==> src/rtl/frame_write_feeder.sv <==
// frame_write_feeder: launches one write-master transaction per frame and streams words into write_user.
// Latency: wm_go one cycle after an accepted go edge; a stream word can reach write_user the cycle after it is accepted.
// Backpressure: wm_buffer_full stalls pops; s_ready drops when the local FIFO is full or the frame's words are all accepted.
//
// Ports:
//   clk, rst_n                          clock and asynchronous active-low reset
//   cfg_base/cfg_length/cfg_go/cfg_en   HPS master_ctrl configuration (byte base, byte length, go level, {rearm, enable})
//   status_busy                         high while a frame is launching, transferring or finishing
//   s_valid/s_data/s_ready              upstream word stream
//   wm_*                                write-master control and write_user buffer interface
//   frame_done/cfg_err/frame_cnt        end-of-frame pulse, sticky bad-config flag, completed frame counter

// sync_fifo: show-ahead synchronous FIFO, head word visible on rd_dat whenever not empty.
// Latency: a written word is visible at the head one cycle after the write.
// Backpressure: writes when full are dropped unless a read happens the same cycle; full/empty are registered.
module sync_fifo #(
   parameter int W     = 32,
   parameter int DEPTH = 16
) (
   input  logic         clk,
   input  logic         rst_n,
   input  logic         wr_en,
   input  logic [W-1:0] wr_dat,
   input  logic         rd_en,
   output logic [W-1:0] rd_dat,
   output logic         full,
   output logic         empty
);
   localparam int AW = $clog2(DEPTH);
   localparam logic [AW:0]   FULL_CNT = (AW+1)'(DEPTH);
   localparam logic [AW:0]   CNT_ONE  = (AW+1)'(1);
   localparam logic [AW-1:0] PTR_ONE  = AW'(1);

   logic [W-1:0]  mem [DEPTH];
   logic [AW-1:0] wr_ptr;
   logic [AW-1:0] rd_ptr;
   logic [AW:0]   count;
   logic [AW:0]   count_nxt;
   logic          do_wr;
   logic          do_rd;

   assign do_rd = rd_en & ~empty;
   assign do_wr = wr_en & (~full | do_rd);

   // Empty FIFO presents zero so the data output is quiet between frames and in reset.
   assign rd_dat = empty ? '0 : mem[rd_ptr];

   always_comb begin
      count_nxt = count;
      case ({do_wr, do_rd})
         2'b10:   count_nxt = count + CNT_ONE;
         2'b01:   count_nxt = count - CNT_ONE;
         default: count_nxt = count;
      endcase
   end

   always_ff @(posedge clk) begin
      if (do_wr) mem[wr_ptr] <= wr_dat;
   end

   always_ff @(posedge clk or negedge rst_n) begin
      if (!rst_n) begin
         wr_ptr <= '0;
         rd_ptr <= '0;
         count  <= '0;
         full   <= 1'b0;
         empty  <= 1'b1;
      end else begin
         if (do_wr) wr_ptr <= wr_ptr + PTR_ONE;
         if (do_rd) rd_ptr <= rd_ptr + PTR_ONE;
         count <= count_nxt;
         full  <= (count_nxt == FULL_CNT);
         empty <= (count_nxt == '0);
      end
   end
endmodule

module frame_write_feeder #(
   parameter int DATA_W     = 32,
   parameter int FIFO_DEPTH = 16,
   parameter int CNT_W      = 30
) (
   input  logic              clk,
   input  logic              rst_n,
   input  logic [31:0]       cfg_base,
   input  logic [31:0]       cfg_length,
   input  logic              cfg_go,
   input  logic [1:0]        cfg_en,
   output logic              status_busy,
   input  logic              s_valid,
   input  logic [DATA_W-1:0] s_data,
   output logic              s_ready,
   output logic              wm_fixed_location,
   output logic [31:0]       wm_write_base,
   output logic [31:0]       wm_write_length,
   output logic              wm_go,
   input  logic              wm_done,
   output logic              wm_write_buffer,
   output logic [DATA_W-1:0] wm_buffer_data,
   input  logic              wm_buffer_full,
   output logic              frame_done,
   output logic              cfg_err,
   output logic [15:0]       frame_cnt
);
   typedef enum logic [1:0] {IDLE = 2'd0, LAUNCH = 2'd1, XFER = 2'd2, FINISH = 2'd3} state_t;

   localparam logic [CNT_W-1:0] CNT_ONE = CNT_W'(1);

   state_t           state;
   logic             cfg_go_q;
   logic             go_rise;
   logic             cfg_bad;
   logic             fin_ok;
   logic             try_launch;
   logic             launch;
   logic             done_low_seen;
   logic [CNT_W-1:0] total;
   logic [CNT_W-1:0] acc_cnt;
   logic [CNT_W-1:0] push_cnt;
   logic             fifo_full;
   logic             fifo_empty;
   logic             push;
   logic             pop;

   assign wm_fixed_location = 1'b0;

   assign go_rise = cfg_go & ~cfg_go_q;
   assign cfg_bad = (cfg_length == 32'd0) || (cfg_length[1:0] != 2'b00) || (cfg_base[1:0] != 2'b00);

   // Frame end needs the master to have dropped done at least once since launch,
   // otherwise its idle-high done would end the frame immediately.
   assign fin_ok     = (state == FINISH) & wm_done & done_low_seen;
   assign try_launch = ((state == IDLE) & go_rise & cfg_en[0]) | (fin_ok & (cfg_en == 2'b11));
   assign launch     = try_launch & ~cfg_bad;

   // Acceptance uses the registered full flag, so a push never lands on a full FIFO.
   assign s_ready = ((state == LAUNCH) || (state == XFER)) & ~fifo_full & (acc_cnt < total);
   assign push    = s_valid & s_ready;

   assign wm_write_buffer = (state == XFER) & ~fifo_empty & ~wm_buffer_full & (push_cnt < total);
   assign pop             = wm_write_buffer;

   sync_fifo #(
      .W     (DATA_W),
      .DEPTH (FIFO_DEPTH)
   ) u_fifo (
      .clk    (clk),
      .rst_n  (rst_n),
      .wr_en  (push),
      .wr_dat (s_data),
      .rd_en  (pop),
      .rd_dat (wm_buffer_data),
      .full   (fifo_full),
      .empty  (fifo_empty)
   );

   always_ff @(posedge clk or negedge rst_n) begin
      if (!rst_n) begin
         state           <= IDLE;
         cfg_go_q        <= 1'b0;
         wm_write_base   <= '0;
         wm_write_length <= '0;
         wm_go           <= 1'b0;
         status_busy     <= 1'b0;
         frame_done      <= 1'b0;
         cfg_err         <= 1'b0;
         frame_cnt       <= '0;
         total           <= '0;
         acc_cnt         <= '0;
         push_cnt        <= '0;
         done_low_seen   <= 1'b0;
      end else begin
         cfg_go_q   <= cfg_go;
         wm_go      <= 1'b0;
         frame_done <= 1'b0;
         if (push) acc_cnt  <= acc_cnt + CNT_ONE;
         if (pop)  push_cnt <= push_cnt + CNT_ONE;

         case (state)
            IDLE: ;
            LAUNCH: begin
               done_low_seen <= 1'b0;
               state         <= XFER;
            end
            XFER: begin
               if (!wm_done) done_low_seen <= 1'b1;
               if (pop && ((push_cnt + CNT_ONE) == total)) state <= FINISH;
            end
            FINISH: begin
               if (!wm_done) done_low_seen <= 1'b1;
               if (fin_ok) begin
                  frame_done  <= 1'b1;
                  frame_cnt   <= frame_cnt + 16'd1;
                  state       <= IDLE;
                  status_busy <= 1'b0;
               end
            end
            default: state <= IDLE;
         endcase

         // Launch from IDLE or a continuous re-arm from FINISH; overrides the IDLE move above.
         if (launch) begin
            wm_write_base   <= cfg_base;
            wm_write_length <= cfg_length;
            total           <= cfg_length[CNT_W+1:2];
            acc_cnt         <= '0;
            push_cnt        <= '0;
            cfg_err         <= 1'b0;
            wm_go           <= 1'b1;
            status_busy     <= 1'b1;
            state           <= LAUNCH;
         end else if (try_launch) begin
            cfg_err <= 1'b1;
         end
      end
   end
endmodule

==> config.mk <==
export PLATFORM = sky130hd
export DESIGN_NAME = frame_write_feeder
export DESIGN_NICKNAME = d
export VERILOG_FILES = /design/src/rtl/frame_write_feeder.sv
export SDC_FILE = /design/constraint.sdc
export NUM_CORES = 1
export LEC_CHECK = 0
export CORE_MARGIN = 5
export CORE_UTILIZATION = 59
export DETAILED_ROUTE_END_ITERATION = 16
export GPL_TIMING_DRIVEN = 0
export PLACE_DENSITY_LB_ADDON = 0.05
export SETUP_SLACK_MARGIN = 0.05
export SYNTH_ARGS = -nofsm -noshare
export SYNTH_HDL_FRONTEND = slang
export SYNTH_HIERARCHICAL = 1
export SYNTH_SLANG_ARGS = --single-unit
==> constraint.sdc <==
create_clock -name clk -period 6.74 [get_ports clk]
set_input_delay 1.348 -clock clk [delete_from_list [all_inputs] [get_ports clk]]
set_output_delay 1.348 -clock clk [all_outputs]
set_load 0.01 [all_outputs]
==> summary.log, run 1 <==
[clock_network] Setup Fix Bufs, Post-CTS 0
[clock_network] TritonCTS buffer count 70
[timing] shortest clock period the worst path allows after layout 5.57 ns
[cells_and_area] layout overhead on the synthesized area 20.0%
[synthesis] number of warnings reported in the yosys synthesis log 6
[place] number of buffers added on ports 221
[cells_and_area] most common cell after layout, fill and taps aside sky130_fd_sc_hd__edfxtp_1
[clock_network] post-cts sizing count 0
[floorplanning] Starting Density 59.2%
[pwr] power after layout 12.9 mW
[floorplanning] core area 49,900 sq um
[global_route] number of global-route vias before repair 18,600
[outcome] status finished clean
[synthesis] proportion of synthesized chip area in sequential cells 65.9%
[drt] detailed-routing iteration count for the pre-antenna-repair pass 5
[drt] vias per cell 6.21
[pwr] Power Internal 8.98 mW
[drt] post-detailed-route DRC marker count 0
[place] post-detailed-placement half-perimeter wirelength 51.1 mm
[pwr] clock group share of total power 29.9%
[synthesis] Post-Synthesis Mean Instance Area 15.5 sq um
[pwr] part of the total power dissipated in sequential elements 39.4%
[worst_hold_path] HP Start wm_write_base[26]
[timing] Post-Route Hold Slack 0.463 ns
[drt] total routed wirelength 75.6 mm
[worst_setup_path] library cell appearing most often on the critical path sky130_fd_sc_hd__ha_1
[synthesis] Post-Syn Instances 1,909
[clock_network] number of H-tree levels 3
[floorplanning] Chip Height 234 um
[synthesis] combined area of all synthesized cells 29,500 sq um
[synthesis] synthesis-stage register bit count 675
[drt] residual antenna-violating net count after detailed routing 0
[global_route] overall overflow remaining after global route 0
[timing] final-report setup violation count 0
[clock_network] total number of clock tree sinks 675
[clock_network] Clock Path Buffers 3
[global_route] number of antenna violations at the first check in global routing 3
[timing] maximum clock frequency 0.180 GHz
[synthesis] Post-synth EDFFs 512
[floorplanning] boundary pin count 223
[pwr] Lkg Pwr 13.3 nW
[cells_and_area] fraction of layout cells with a size suffix above 1 14.6%
[worst_setup_path] maximum fanout encountered on the critical timing path 9
[worst_hold_path] path type of the worst min-delay path reg2reg
[floorplanning] die area 54,600 sq um
[clock_network] clock transition at the registers of the reported paths 0.06 ns
[timing] Max Slew Vio Count 0
[worst_setup_path] CP max stage delay 0.74 ns
[worst_setup_path] worst r2r src wm_write_length[21]
[pwr] switching portion of total power 30.3%
[cells_and_area] commonest cells after routing, fill and taps aside sky130_fd_sc_hd__edfxtp_1 (512), sky130_fd_sc_hd__clkdlybuf4s50_1 (220), sky130_fd_sc_hd__nand2_1 (198)
[global_route] global-route wire length before repair 113 mm
[worst_setup_path] Setup crit start kind register
[worst_setup_path] Crit Path Class reg2reg
[worst_setup_path] Largest delay share family, worst path simple AND/OR/NAND/NOR gates
[timing] clock skew after layout 0.0265 ns
[floorplanning] total number of placement rows 82
[worst_setup_path] signal arrival time at the worst endpoint 6.08 ns
[synthesis] number of nets in the synthesized netlist 2,086
[timing] transition time at the pin with the least slew margin 0.978 ns
[timing] final number of hold-violating endpoints 0
[pwr] power share of the combinational group 30.8%
[global_route] largest net degree at the start of global routing 124
[clock_network] number of buffers added to fix hold violations after cts 0
[clock_network] clock insertion delay at the later pin of the skew report 0.61 ns
[timing] worst slew margin relative to its limit 34.8%
[clock_network] clock root buffer master sky130_fd_sc_hd__clkbuf_16
[cells_and_area] filler cell count in the final layout 3,366
[place] final RePlAce weighted congestion 0.925
[pwr] PwrDens 363 nW/um^2
[pwr] worst voltage drop across the vdd grid 0.247 mV
[flow_run] # Max-Cap Violations 0
[worst_setup_path] kind of end point of the critical path register
[clock_network] clock tree from TritonCTS done
[floorplanning] width of the chip 234 um
[timing] share of the clock period used by the worst path after layout 82.6%
[timing] unrepaired setup endpoints after global routing no
[drt] detailed router's first-iteration violation count 1,813
[cells_and_area] Final #Nets 2,408
[worst_setup_path] critical path, cell by cell inv_1 -> ha_1 -> a21o_1 -> a21o_1 -> a21oi_1 -> o211ai_1 -> o21a_1 -> clkbuf_1 -> nor3_2 -> nand2b_1 -> a21boi_2 -> inv_1 -> ha_1 -> buf_4 -> xor2_1 -> ha_1 -> a21oi_1 -> mux2i_1 -> xnor2_1 -> or2_1 -> nor3b_2
[worst_setup_path] Buffers & Inverters on Critical Path 4
[worst_setup_path] critical path data required time 7.26 ns
[synthesis] post-synthesis cell type count 75
[pwr] Net Switching 3.90 mW
[synthesis] share of async-settable or async-resettable flops after synthesis 24.1%
[global_route] total global routing track utilization 27.6%
[worst_setup_path] launch point of the critical path wm_write_length[21]
[synthesis] most used flip-flop cell after synthesis sky130_fd_sc_hd__edfxtp_1
[drt] average wire per standard cell 25.5 um
[drt] vias after detailed routing 18,400
[worst_setup_path] critical path's slowest cell sky130_fd_sc_hd__nor3_2
power groups by stage:
stage / clock network [mW] / logic [mW] / registers (mW)
after floorplan: 0 / 2.44 / 5.10
after global placement: 0 / 3.78 / 5.17
after detailed placement: 0 / 3.95 / 5.15
after CTS: 3.91 / 4.00 / 5.07
after global routing: 4.10 / 4.22 / 5.10
final: 3.85 / 3.96 / 5.07
area by class of cell:
| class | count | area [sq um] | area share [%] |
|---|---|---|---|
| diodes | 1 | 2.50 | 0.00706 |
| clock buffers | 97 | 1950 | 5.51 |
| repair buffers | 250 | 2670 | 7.52 |
| inverters | 48 | 180 | 0.508 |
| well taps | 672 | 841 | 2.37 |
| plain buffers | 98 | 497 | 1.40 |
| clock inverters | 32 | 345 | 0.974 |
| flip-flops and latches | 675 | 19500 | 54.9 |
| multi-input cells | 1088 | 9510 | 26.8 |
registers in the layout (all words and copies together), names as in the netlist, 2 cells and up:
register / cells
u_fifo/rd_ptr: 4
state: 2
u_fifo/wr_ptr: 4
u_fifo/mem: 512
acc_cnt: 30
u_fifo/count: 5
wm_write_base: 32
frame_cnt: 16
wm_write_length: 32
push_cnt: 30
metal layers:
layer	vias to the layer above	routed length (um)	track usage [%]
li1	8008	-	-
met1	9439	29300	36.1
met2	792	38400	47.5
met3	136	5640	5.13
met4	4	2180	8.94
met5	-	21	0
metrics by stage:
step / cells / instance area [sq um] / TNS [ns] / utilization (%) / setup slack (ns)
floorplan: 1909 / 29500 / 0 / - / 1.13
global placement: 2802 / 32600 / -1088.58 / 65.3 / -2.89
detailed placement: 2831 / 33100 / 0 / 66.5 / 0.713
CTS: 2960 / 35400 / 0 / 71.1 / 1.19
global route: 2960 / 35400 / 0 / 71.1 / 0.842
finish: 2961 / 35400 / 0 / 71.1 / 1.17
worst reg2reg max path: cells and delay by family (launching register included):
kind	cells	cell delay [ns]
AO/OA/AOI/OAI	7	1.43
XOR/XNOR	2	0.26
adder cells (fa/ha/maj)	3	0.80
buffers and inverters	4	0.72
flip-flops	1	0.47
multiplexers	1	0.23
AND/OR/NAND/NOR	4	1.57
cells in the mapped netlist (all sizes together), types with 20 or more instances:
cell type	n	share of area [%]
mux2i	86	2.9
o21ai	49	0.84
o22ai	33	0.70
a21oi	39	0.66
dfrtp	162	14
xnor2	69	2.0
nor3	23	0.46
ha	73	3.1
inv	48	0.61
mux4	128	9.8
nand2b	23	0.49
nand2	198	2.5
nor4	35	0.89
nand4	39	0.98
a21o	20	0.51
clkbuf	49	0.62
buf	49	1.1
edfxtp	512	52
nor2	73	0.93
nand3	35	0.59
final timing paths:
kind	endpoint	slack, ns	cells after the start
worst min register to register	wm_write_base[26]	0.46	2
worst max register to register	u_fifo/full	1.17	21
worst min-delay path	wm_write_base[26]	0.46	2
max in group asynchronous	wm_write_base[12]	5.09	2
min in group asynchronous	push_cnt[4]	0.64	1
worst max-delay path	u_fifo/full	1.17	21
logic make-up (layout without fill, tap and decap cells):
kind of cell | Yosys count | in the layout | synth area share (%)
muxes | 215 | 215 | 12.7
AOI/OAI and AO/OA | 202 | 202 | 4.45
adders and majority gates | 73 | 73 | 3.09
buffers and inverters | 146 | 525 | 2.29
DFF | 675 | 675 | 65.9
other | 1 | 2 | 0.0127
and+or+nand+nor | 509 | 509 | 8.89
xor gates and xnor gates | 88 | 88 | 2.66
Note: power is estimated with default switching activity, not from simulation.
==> run 2, diff against run 1 <==
--- a/config.mk
+++ b/config.mk
@@ -6,7 +6,7 @@
 export NUM_CORES = 1
 export LEC_CHECK = 0
 export CORE_MARGIN = 5
-export CORE_UTILIZATION = 59
+export CORE_UTILIZATION = 53
 export DETAILED_ROUTE_END_ITERATION = 16
 export GPL_TIMING_DRIVEN = 0
 export PLACE_DENSITY_LB_ADDON = 0.05
==> constraint.sdc (replaced) <==
create_clock -name clk -period 4.5 [get_ports clk]
set_input_delay 0.9 -clock clk [delete_from_list [all_inputs] [get_ports clk]]
set_output_delay 0.9 -clock clk [all_outputs]
set_load 0.01 [all_outputs]
==> run 2 against run 1 <==
Register-to-register slack got worse by 0.94 ns. Sequential power rose by 50%. Routed wire length shrank 0.58%. Fmax increased by 30%. Power increased by 52%. Non-clock buffer count up 8. Count of clock-buffer cells in the layout increased by 7. Global-route usage fell by 2.7 points. Largest power group unchanged.
==> summary.log, run 2 (synthesized netlist as in run 1, its figures left out) <==
[outcome] status finished clean
[timing] worst slew margin relative to its limit 26.6% [-8.2 points]
[timing] final-report setup violation count 0 [unchanged]
[pwr] power share of the combinational group 30.9% [about the same]
[floorplanning] boundary pin count 223 [unchanged]
[worst_setup_path] critical path data required time 5.04 ns [-2.22 ns]
[worst_setup_path] signal arrival time at the worst endpoint 4.81 ns [-1.27 ns]
[clock_network] TritonCTS buffer count 73 [+4.3%]
[clock_network] total number of clock tree sinks 675 [unchanged]
[drt] total routed wirelength 75.2 mm [-0.58%]
[place] number of placed cells counting well taps 2,902 [+2.5%]
[timing] clock skew after layout 0.0248 ns [-0.00169 ns]
[timing] shortest clock period the worst path allows after layout 4.27 ns [-1.30 ns]
[drt] post-detailed-route DRC marker count 0 [unchanged]
[floorplanning] width of the chip 246 um [+5.3%]
[place] final RePlAce weighted congestion 0.923 [-0.27%]
[cells_and_area] post-route non-filler standard cell count 3,050 [+3.0%]
[pwr] clock group share of total power 30.2% [+0.3 points]
[cells_and_area] layout overhead on the synthesized area 21.5%
[cells_and_area] area taken by flip-flops and latches 19,500 sq um [about the same]
[pwr] Lkg Pwr 13.4 nW [+0.82%]
[pwr] Net Switching 5.90 mW [+51%]
[cells_and_area] registers with the highest flip-flop counts u_fifo/mem: 512 flops, wm_write_base: 32 flops, wm_write_length: 32 flops
[floorplanning] die area 60,500 sq um [+11%]
[cells_and_area] area used by multi-input combinational logic 9580 sq um [+0.76%]
[cells_and_area] most common cell after layout, fill and taps aside sky130_fd_sc_hd__edfxtp_1
[drt] vias after detailed routing 18,200 [-0.83%]
[clock_network] clock insertion delay at the later pin of the skew report 0.61 ns [about the same]
[global_route] total global routing track utilization 24.9% [-2.7 points]
[cells_and_area] commonest cells after routing, fill and taps aside sky130_fd_sc_hd__edfxtp_1 (512), sky130_fd_sc_hd__clkdlybuf4s50_1 (219), sky130_fd_sc_hd__nand2_1 (198)
[global_route] number of antenna violations at the first check in global routing 2 [-1]
[timing] maximum clock frequency 0.234 GHz [+30%]
[timing] Post-Route Setup TNS 0 ns [unchanged]
[timing] Post-Route Hold Slack 0.263 ns [-0.200 ns]
[floorplanning] core area 55,100 sq um [+10%]
[pwr] PwrDens 544 nW/um^2 [+50%]
[clock_network] clock tree from TritonCTS done
[worst_setup_path] Crit Path Class reg2reg
[global_route] number of global-route vias before repair 18,600 [+0.043%]
[worst_setup_path] maximum fanout encountered on the critical timing path 10 [+1]
[clock_network] Clock Path Buffers 3 [unchanged]
[drt] detailed router's first-iteration violation count 1,464 [-19%]
[global_route] overall overflow remaining after global route 0 [unchanged]
[pwr] Power Internal 13.6 mW [+52%]
[pwr] switching portion of total power 30.2% [-0.099 points]
[pwr] part of the total power dissipated in sequential elements 38.9% [-0.5 points]
[worst_hold_path] path type of the worst min-delay path in2async
[cells_and_area] fraction of layout cells with a size suffix above 1 15.8% [+1.2 points]
[drt] average wire per standard cell 24.6 um [-3.5%]
[drt] detailed-routing iteration count for the pre-antenna-repair pass 7 [+2]
[clock_network] number of H-tree levels 3 [unchanged]
[worst_setup_path] kind of end point of the critical path register
[place] post-detailed-placement half-perimeter wirelength 51.2 mm [+0.13%]
[floorplanning] total number of placement rows 86 [+4.9%]
[global_route] largest net degree at the start of global routing 86 [-31%]
[clock_network] number of buffers added to fix hold violations after cts 0 [unchanged]
[floorplanning] Chip Height 246 um [+5.3%]
[timing] share of the clock period used by the worst path after layout 94.9% [+12 points]
[drt] residual antenna-violating net count after detailed routing 0 [unchanged]
[timing] final number of hold-violating endpoints 0 [unchanged]
[flow_run] # Max-Cap Violations 0 [unchanged]
[floorplanning] Starting Density 53.6% [-5.6 points]
[cells_and_area] filler cell count in the final layout 3,989 [+19%]
[clock_network] clock root buffer master sky130_fd_sc_hd__clkbuf_16
[cells_and_area] utilization after layout 65.1% [-6.0 points]
[timing] Max Slew Vio Count 0 [unchanged]
[timing] transition time at the pin with the least slew margin 1.10 ns [+0.122 ns]
[cells_and_area] Final #Nets 2,419 [+0.46%]
[timing] unrepaired setup endpoints after global routing no
[cells_and_area] Largest register FFs 512 [unchanged]
[drt] vias per cell 5.98 [-3.7%]
[place] number of buffers added on ports 221 [unchanged]
[worst_setup_path] register-to-register setup slack 0.23 ns [-0.94 ns]
[global_route] global-route wire length before repair 114 mm [+0.99%]
[cells_and_area] Largest Register u_fifo/mem
[worst_setup_path] Setup crit start kind register
[pwr] worst voltage drop across the vdd grid 0.459 mV [+86%]
[clock_network] clock transition at the registers of the reported paths 0.06 ns [about the same]
==> run 2: power groups by stage <==
stage / Clock [mW] / Combinational (mW) / Sequential [mW]
after detailed placement: 0 / 6.04 / 7.71
after CTS: 6.00 / 6.11 / 7.59
after global routing: 6.27 / 6.45 / 7.64
after global placement: 0 / 5.74 / 7.73
after floorplan: 0 / 3.66 / 7.63
final: 5.90 / 6.03 / 7.59
==> run 2: worst paths after layout <==
| kind | start | endpoint | cells past startpoint |
|---|---|---|---|
| max | wm_write_length[12] | u_fifo/full | 21 |
| min | rst_n | push_cnt[2] | 1 |
| max reg2reg | wm_write_length[12] | u_fifo/full | 21 |
| min reg2reg | wm_write_base[24] | wm_write_base[24] | 2 |
| max in group asynchronous | rst_n | wm_write_base[11] | 2 |
| min in group clk | wm_write_base[24] | wm_write_base[24] | 2 |
==> run 2: per-layer routing <==
metal	vias up	track usage, %	part of all wire [%]	wire [um]
met2	633	42.5	50	37700
li1	8046	-	-	-
met1	9407	33.0	40	30300
met3	141	4.83	6.6	4970
met5	-	0	0	0
met4	0	7.55	2.9	2180
==> run 2: area by class of cell <==
type | instances | share of cell area, %
sequential | 675 | 54.2
multi-input combinational | 1088 | 26.7
timing repair buffer | 260 | 7.96
clock buffer | 104 | 5.70
tap | 748 | 2.61
buffer | 96 | 1.39
clock inverter | 28 | 0.875
inverter | 48 | 0.502
antenna | 3 | 0.0209
==> run 2: repair_timing <==
item,CTS,global route
resized for setup,16,13
pin swaps,5,2
gates cloned,0,0
endpoints found under the setup margin,520,45
setup buffers,10,5
==> run 2: per-stage QoR <==
step	cell area [sq um]	power, mW	worst slack, ns
after floorplan	29600	11.3	-0.202
after global placement	32700	13.5	-4.41
after detailed placement	33300	13.8	-1.00
after CTS	35800	19.7	0.0638
after global routing	35900	20.4	0.0521
final	35900	19.5	0.230
==> run 2: worst max-delay path: stages (launching register included) <==
cell	delay (ns)
sky130_fd_sc_hd__dfrtp_2	0.43
sky130_fd_sc_hd__inv_1	0.11
sky130_fd_sc_hd__ha_1	0.21
sky130_fd_sc_hd__a21o_1	0.17
sky130_fd_sc_hd__a21o_1	0.16
sky130_fd_sc_hd__a21o_1	0.18
sky130_fd_sc_hd__a221oi_2	0.26
sky130_fd_sc_hd__o21ai_1	0.10
sky130_fd_sc_hd__a21o_2	0.26
sky130_fd_sc_hd__clkbuf_8	0.19
sky130_fd_sc_hd__nor2_4	0.15
sky130_fd_sc_hd__a21boi_4	0.22
sky130_fd_sc_hd__inv_1	0.08
sky130_fd_sc_hd__ha_1	0.19
sky130_fd_sc_hd__buf_4	0.16
sky130_fd_sc_hd__xor2_1	0.16
sky130_fd_sc_hd__ha_1	0.22
sky130_fd_sc_hd__a21oi_1	0.15
sky130_fd_sc_hd__mux2i_1	0.23
sky130_fd_sc_hd__xnor2_1	0.10
sky130_fd_sc_hd__or2_1	0.27
sky130_fd_sc_hd__nor3b_2	0.18
==> patch 1: new RTL, settings of run 2 <==
Change the parameter `CNT_W` from 30 to 15.
--- a/src/rtl/frame_write_feeder.sv
+++ b/src/rtl/frame_write_feeder.sv
@@ -79,5 +79,5 @@
    parameter int DATA_W     = 32,
    parameter int FIFO_DEPTH = 16,
-   parameter int CNT_W      = 30
+   parameter int CNT_W      = 15
 ) (
    input  logic              clk,
Function: changed (a bounded check fails within 4 cycles, from zero or initial values and one cycle with rst_n low).
==> patch 1 against run 2 <==
  * Total power increased by 1.9%
  * Cell count decreased by 14%
  * Combinational power increased by 13%
  * Register-to-register slack improved by 0.13 ns
  * Sequential cell count decreased by 30
  * Worst setup slack improved by 0.041 ns
  * Routed wire length decreased by 13%
  * Synthesized cell count decreased by 18%
  * Clock power decreased by 6.6%
  * Critical path depth decreased by 15
  * Utilization increased by 0.28 points
  * Area after synthesis decreased by 10%
  * Cell area decreased by 9.1%
  * Via count decreased by 17%
  * Critical endpoint is now wm_buffer_data[17]
==> patch 1: results (changes against run 2) <==
Mapped Nets 1712 (-18%); Max rail drop VDD 458 µV (-0.39%); Area growth syn-to-layout 22.9%; grt met1 use 0.330 (+0.000405); Post-synth top cells 512 x edfxtp_1, 200 x nand2_1, 132 x dfrtp_1, 128 x mux4_2, 69 x mux2i_1; fin nets 2034 (-16%); Placement Cell Area 0.0303 mm² (-9.1%); Power per Cell Area 610 mW/mm² (+12%); ys async rst share 0.206 (-0.0353); layout cells sized above 1 0.179 (+0.0211); routed length on met1 27600 µm (-9.0%); WL/cell 24.9 µm (+1.0%); met2 Use GR 0.393 (-0.0325); Placement Setup Slack -1.06 ns (-0.0554 ns); Final GP Congestion 0.869 (-5.9%); First DRT Iteration DRCs 1146 (-22%); via count 15200 (-17%); Slew @ Worst Pin 1.03 ns (-0.0691 ns); Static Leak 11.8 nW (-12%); Inserted Clock Buffers 69 (-5.5%); post-synthesis sequential area ratio 0.705 (+0.0458); Reg2Reg Depth 13 (-38%); Fill cells 3585 (-10%); Worst path max stage delay 0.68 ns (+0.25 ns); router iterations before antenna repair 5 (-2); CP arrival 3.33 ns (-1.48 ns); metal2 WL 31900 µm (-15%); post_cts resized 9 (-7); met3 Resource Use GR 0.0559 (+0.00766); seq pwr 7.55 mW (-0.5%); net switching power 6.26 mW (+6.2%); met3 WL 4090 µm (-18%); CTS clk-pin slew, worst paths 0.06 ns (about the same); Netlist cell types 68 (-9.3%); dpl hpwl 42900 µm (-16%); Worst Skew 0.0233 ns (-0.00159 ns); Clk power 5.51 mW (-6.6%); delay-heaviest family, CP buffers and inverters; first-pass GRT wire length 97000 µm (-15%); Synth area leaders edfxtp_1 58%, dfrtp_1 12%, mux4_2 11%; outcome finished clean; DR top layer met5; Setup Buffers After CTS 1 (-9)
## patch 1: cell types whose count changed after synthesis, sizes merged, moves of 14 or more
cell	change
nor2	-18
mux2i	-17
nor4	-23
o21ai	-16
xnor2	-34
a21o	-14
nand3	-21
dfrtp	-30
ha	-29
clkbuf	-22
nand2b	-15
## patch 1: final timing paths
kind,end,slack (ns),startpoint
hold / removal,wm_write_base[15]$_DFFE_PN0N_,0.26,rst_n
setup / recovery,wm_buffer_data[17],0.27,u_fifo/rd_ptr[2]$_DFFE_PN0P_
hold reg to reg,frame_cnt[15]$_DFFE_PN0P_,0.47,frame_cnt[15]$_DFFE_PN0P_
min in group clk,frame_cnt[15]$_DFFE_PN0P_,0.47,frame_cnt[15]$_DFFE_PN0P_
setup reg to reg,u_fifo/mem[7][24]$_DFFE_PP_,0.36,wm_write_length[10]$_DFFE_PN0N_
max in group asynchronous,frame_cnt[13]$_DFFE_PN0P_,3.44,rst_n
## patch 1: metrics by stage
stage / std cells / hold slack (ns)
2_1_floorplan: 1564 / 0.443
3_3_place_gp: 2457 / 0.459
3_5_place_dp: 2482 / 0.462
4_1_cts: 2608 / 0.258
5_1_grt: 2612 / 0.294
6_report: 2613 / 0.261
## patch 1: cell families (layout without fill, tap and decap cells)
family,Yosys count,in the layout,synth area share
buffers and inverters,114,490,0.0217
adder cells (fa/ha/maj),44,44,0.0207
multiplexers,199,199,0.135
flip-flops,645,645,0.705
AO/OA/AOI/OAI,135,135,0.0337
AND/OR/NAND/NOR,372,372,0.0658
other,1,2,0.000141
XOR/XNOR,54,54,0.0178
## patch 1: layout make-up
class	instances	area share
sequential	645	0.574
buffer	77	0.0137
clock buffer	90	0.0592
tap	672	0.0258
multi-input combinational	805	0.228
antenna	1	0.0000767
timing repair buffer	251	0.0866
inverter	37	0.00426
clock inverter	35	0.00886
==> patch 2: new RTL, settings of run 2 <==
Made on the original files. Register the inputs `cfg_base`, `cfg_length`, `cfg_go` and `cfg_en` before use. The logic sees them one clock later. The other inputs are not delayed to match.
--- a/src/rtl/frame_write_feeder.sv
+++ b/src/rtl/frame_write_feeder.sv
@@ -107,4 +107,16 @@
    localparam logic [CNT_W-1:0] CNT_ONE = CNT_W'(1);
 
+   logic [31:0] cfg_base_q;
+   logic [31:0] cfg_length_q;
+   logic cfg_go_r;
+   logic [1:0] cfg_en_q;
+
+   always_ff @(posedge clk) begin
+      cfg_base_q   <= cfg_base;
+      cfg_length_q <= cfg_length;
+      cfg_go_r     <= cfg_go;
+      cfg_en_q     <= cfg_en;
+   end
+
    state_t           state;
    logic             cfg_go_q;
@@ -125,11 +137,11 @@
    assign wm_fixed_location = 1'b0;
 
-   assign go_rise = cfg_go & ~cfg_go_q;
-   assign cfg_bad = (cfg_length == 32'd0) || (cfg_length[1:0] != 2'b00) || (cfg_base[1:0] != 2'b00);
+   assign go_rise = cfg_go_r & ~cfg_go_q;
+   assign cfg_bad = (cfg_length_q == 32'd0) || (cfg_length_q[1:0] != 2'b00) || (cfg_base_q[1:0] != 2'b00);
 
    // Frame end needs the master to have dropped done at least once since launch,
    // otherwise its idle-high done would end the frame immediately.
    assign fin_ok     = (state == FINISH) & wm_done & done_low_seen;
-   assign try_launch = ((state == IDLE) & go_rise & cfg_en[0]) | (fin_ok & (cfg_en == 2'b11));
+   assign try_launch = ((state == IDLE) & go_rise & cfg_en_q[0]) | (fin_ok & (cfg_en_q == 2'b11));
    assign launch     = try_launch & ~cfg_bad;
 
@@ -171,5 +183,5 @@
          done_low_seen   <= 1'b0;
       end else begin
-         cfg_go_q   <= cfg_go;
+         cfg_go_q   <= cfg_go_r;
          wm_go      <= 1'b0;
          frame_done <= 1'b0;
@@ -201,7 +213,7 @@
          // Launch from IDLE or a continuous re-arm from FINISH; overrides the IDLE move above.
          if (launch) begin
-            wm_write_base   <= cfg_base;
-            wm_write_length <= cfg_length;
-            total           <= cfg_length[CNT_W+1:2];
+            wm_write_base   <= cfg_base_q;
+            wm_write_length <= cfg_length_q;
+            total           <= cfg_length_q[CNT_W+1:2];
             acc_cnt         <= '0;
             push_cnt        <= '0;
Function: changed (Yosys sat finds a counterexample within 4 cycles, from zero or initial values and one cycle with rst_n low).
==> patch 2 against run 2 <==
  * Total power increased by 4.3%
  * Routed wire length up 3.5%
  * Critical path depth down 15
  * Sequential cell count rose by 67
  * Cell area grew 4.2%
  * Area after synthesis is 4.6% higher
  * Synthesized cell count increased by 3.9%
  * Worst hold slack better by 0.016 ns
  * Largest power group unchanged
  * Worst setup slack worse by 0.062 ns
==> patch 2: results (changes against run 2) <==
outcome finished clean; largest net degree at the start of global routing 87 (+1.2%); delay-heaviest family, CP buffers and inverters; Netlist cell types 91 (+21%); FF-to-FF Start wm_write_length[25]$_DFFE_PN0N_; grt met1 use 0.320 (-0.00964); reg2reg setup slack 0.23 ns (about the same); post-synthesis mux area share 0.117 (-0.00985); ys async rst share 0.220 (-0.0218); aggregate global-route resource usage 0.246 (-0.00394); met2 Use GR 0.434 (+0.00873); via count 18400 (+0.78%); router iterations before antenna repair 5 (-2); Top FF cell, synth edfxtp_1; Mapped Nets 2161 (+3.6%); WL/cell 24.7 µm (+0.30%); fmax 0.231 GHz (-1.4%); Slew headroom 0.176 (-0.0902); Syn Inst Count 1984 (+3.9%); initial antenna violation count 4 (+2); layout cells sized above 1 0.164 (+0.00560); Slowest cell on crit path clkbuf_1; First DRT Iteration DRCs 1296 (-11%); Post-synth top cells 512 x edfxtp_1, 195 x nand2_1, 162 x dfrtp_1, 128 x mux4_2, 90 x nor2_1; Placement Setup Slack -1.24 ns (-0.239 ns); Cells after DPL 2991 (+3.1%); post-synthesis sequential area ratio 0.673 (+0.0142); Max rail drop VDD 408 µV (-11%); Worst path max stage delay 0.64 ns (+0.21 ns); number of global-route vias before repair 19200 (+3.3%); Inserted Clock Buffers 76 (+4.1%); first-pass GRT wire length 118000 µm (+3.0%); Reg2Reg Depth 20 (-4.8%); Worst setup startpoint u_fifo/rd_ptr[2]$_DFFE_PN0P_; Post-Synth XOR/XNOR Area 0.0258 (-0.000816); dpl hpwl 53400 µm (+4.3%); post-synthesis compound-gate area fraction 0.0466 (+0.00216); met3 Resource Use GR 0.0395 (-0.00879); Static Leak 13.9 nW (+4.1%); Synth area leaders edfxtp_1 50%, dfrtp_1 13%, mux4_2 9.3%; GRT overflow 0 (unchanged); crit path to wm_buffer_data[16]; Final GP Congestion 0.892 (-3.4%); crit path max fanout 10 (unchanged); CP arrival 3.43 ns (-1.38 ns); Adder-Cell Fraction of Synth Area 0.0296 (-0.00137); number of vias per cell 5.84 (-2.3%); fin nets 2493 (+3.1%)
==> patch 2: cell types whose count changed after synthesis, moves of 8 or more <==
| cell | delta |
|---|---|
| dfxtp_1 | +67 |
| nor2_1 | +17 |
| nand2b_1 | -15 |
| mux2i_1 | -13 |
| nor4_1 | -13 |
| inv_1 | +12 |
| nand3_1 | +12 |
| nor2b_1 | -10 |
| xor2_1 | +10 |
| a21oi_1 | +8 |
==> patch 2: where the power goes <==
part           internal [mW]  switching [mW]
Combinational           2.76            3.18
Sequential              7.96           0.268
Clock                   3.55            2.65
==> patch 2: metal layers <==
layer | share of wire | vias to the layer above
met5 | 0.00027 | -
met2 | 0.52 | 469
met3 | 0.046 | 130
li1 | - | 8247
met1 | 0.41 | 9519
met4 | 0.027 | 4
==> patch 2: logic make-up after synthesis <==
family	Yosys count
other	1
multiplexers	202
AO/OA/AOI/OAI	215
adder cells (fa/ha/maj)	73
flip-flops	742
AND/OR/NAND/NOR	507
XOR/XNOR	91
buffers and inverters	153
==> patch 2: what timing repair did <==
item / 4_1_cts / 5_1_grt
endpoints found under the setup margin: 519 / 138
resized for setup: 11 / 9
setup buffers: 9 / 6
pin swaps: 4 / 2
==> patch 2: final cells by class <==
class | instances | area [µm²]
clock buffer | 97 | 2120
fill | 4207 | 20300
tap | 765 | 957
clock inverter | 44 | 382
multi-input combinational | 1089 | 9490
inverter | 59 | 224
antenna | 2 | 5.00
timing repair buffer | 257 | 2840
buffer | 91 | 574
sequential | 742 | 20800
==> patch 2: metrics by stage <==
stage,hold slack [ns],instance area (µm²),total power [mW]
6_report,0.280,37400,20.4
3_3_place_gp,0.344,34100,14.0
2_1_floorplan,0.332,31000,11.9
5_1_grt,0.320,37400,21.2
4_1_cts,0.271,37300,20.6
3_5_place_dp,0.344,34700,14.3
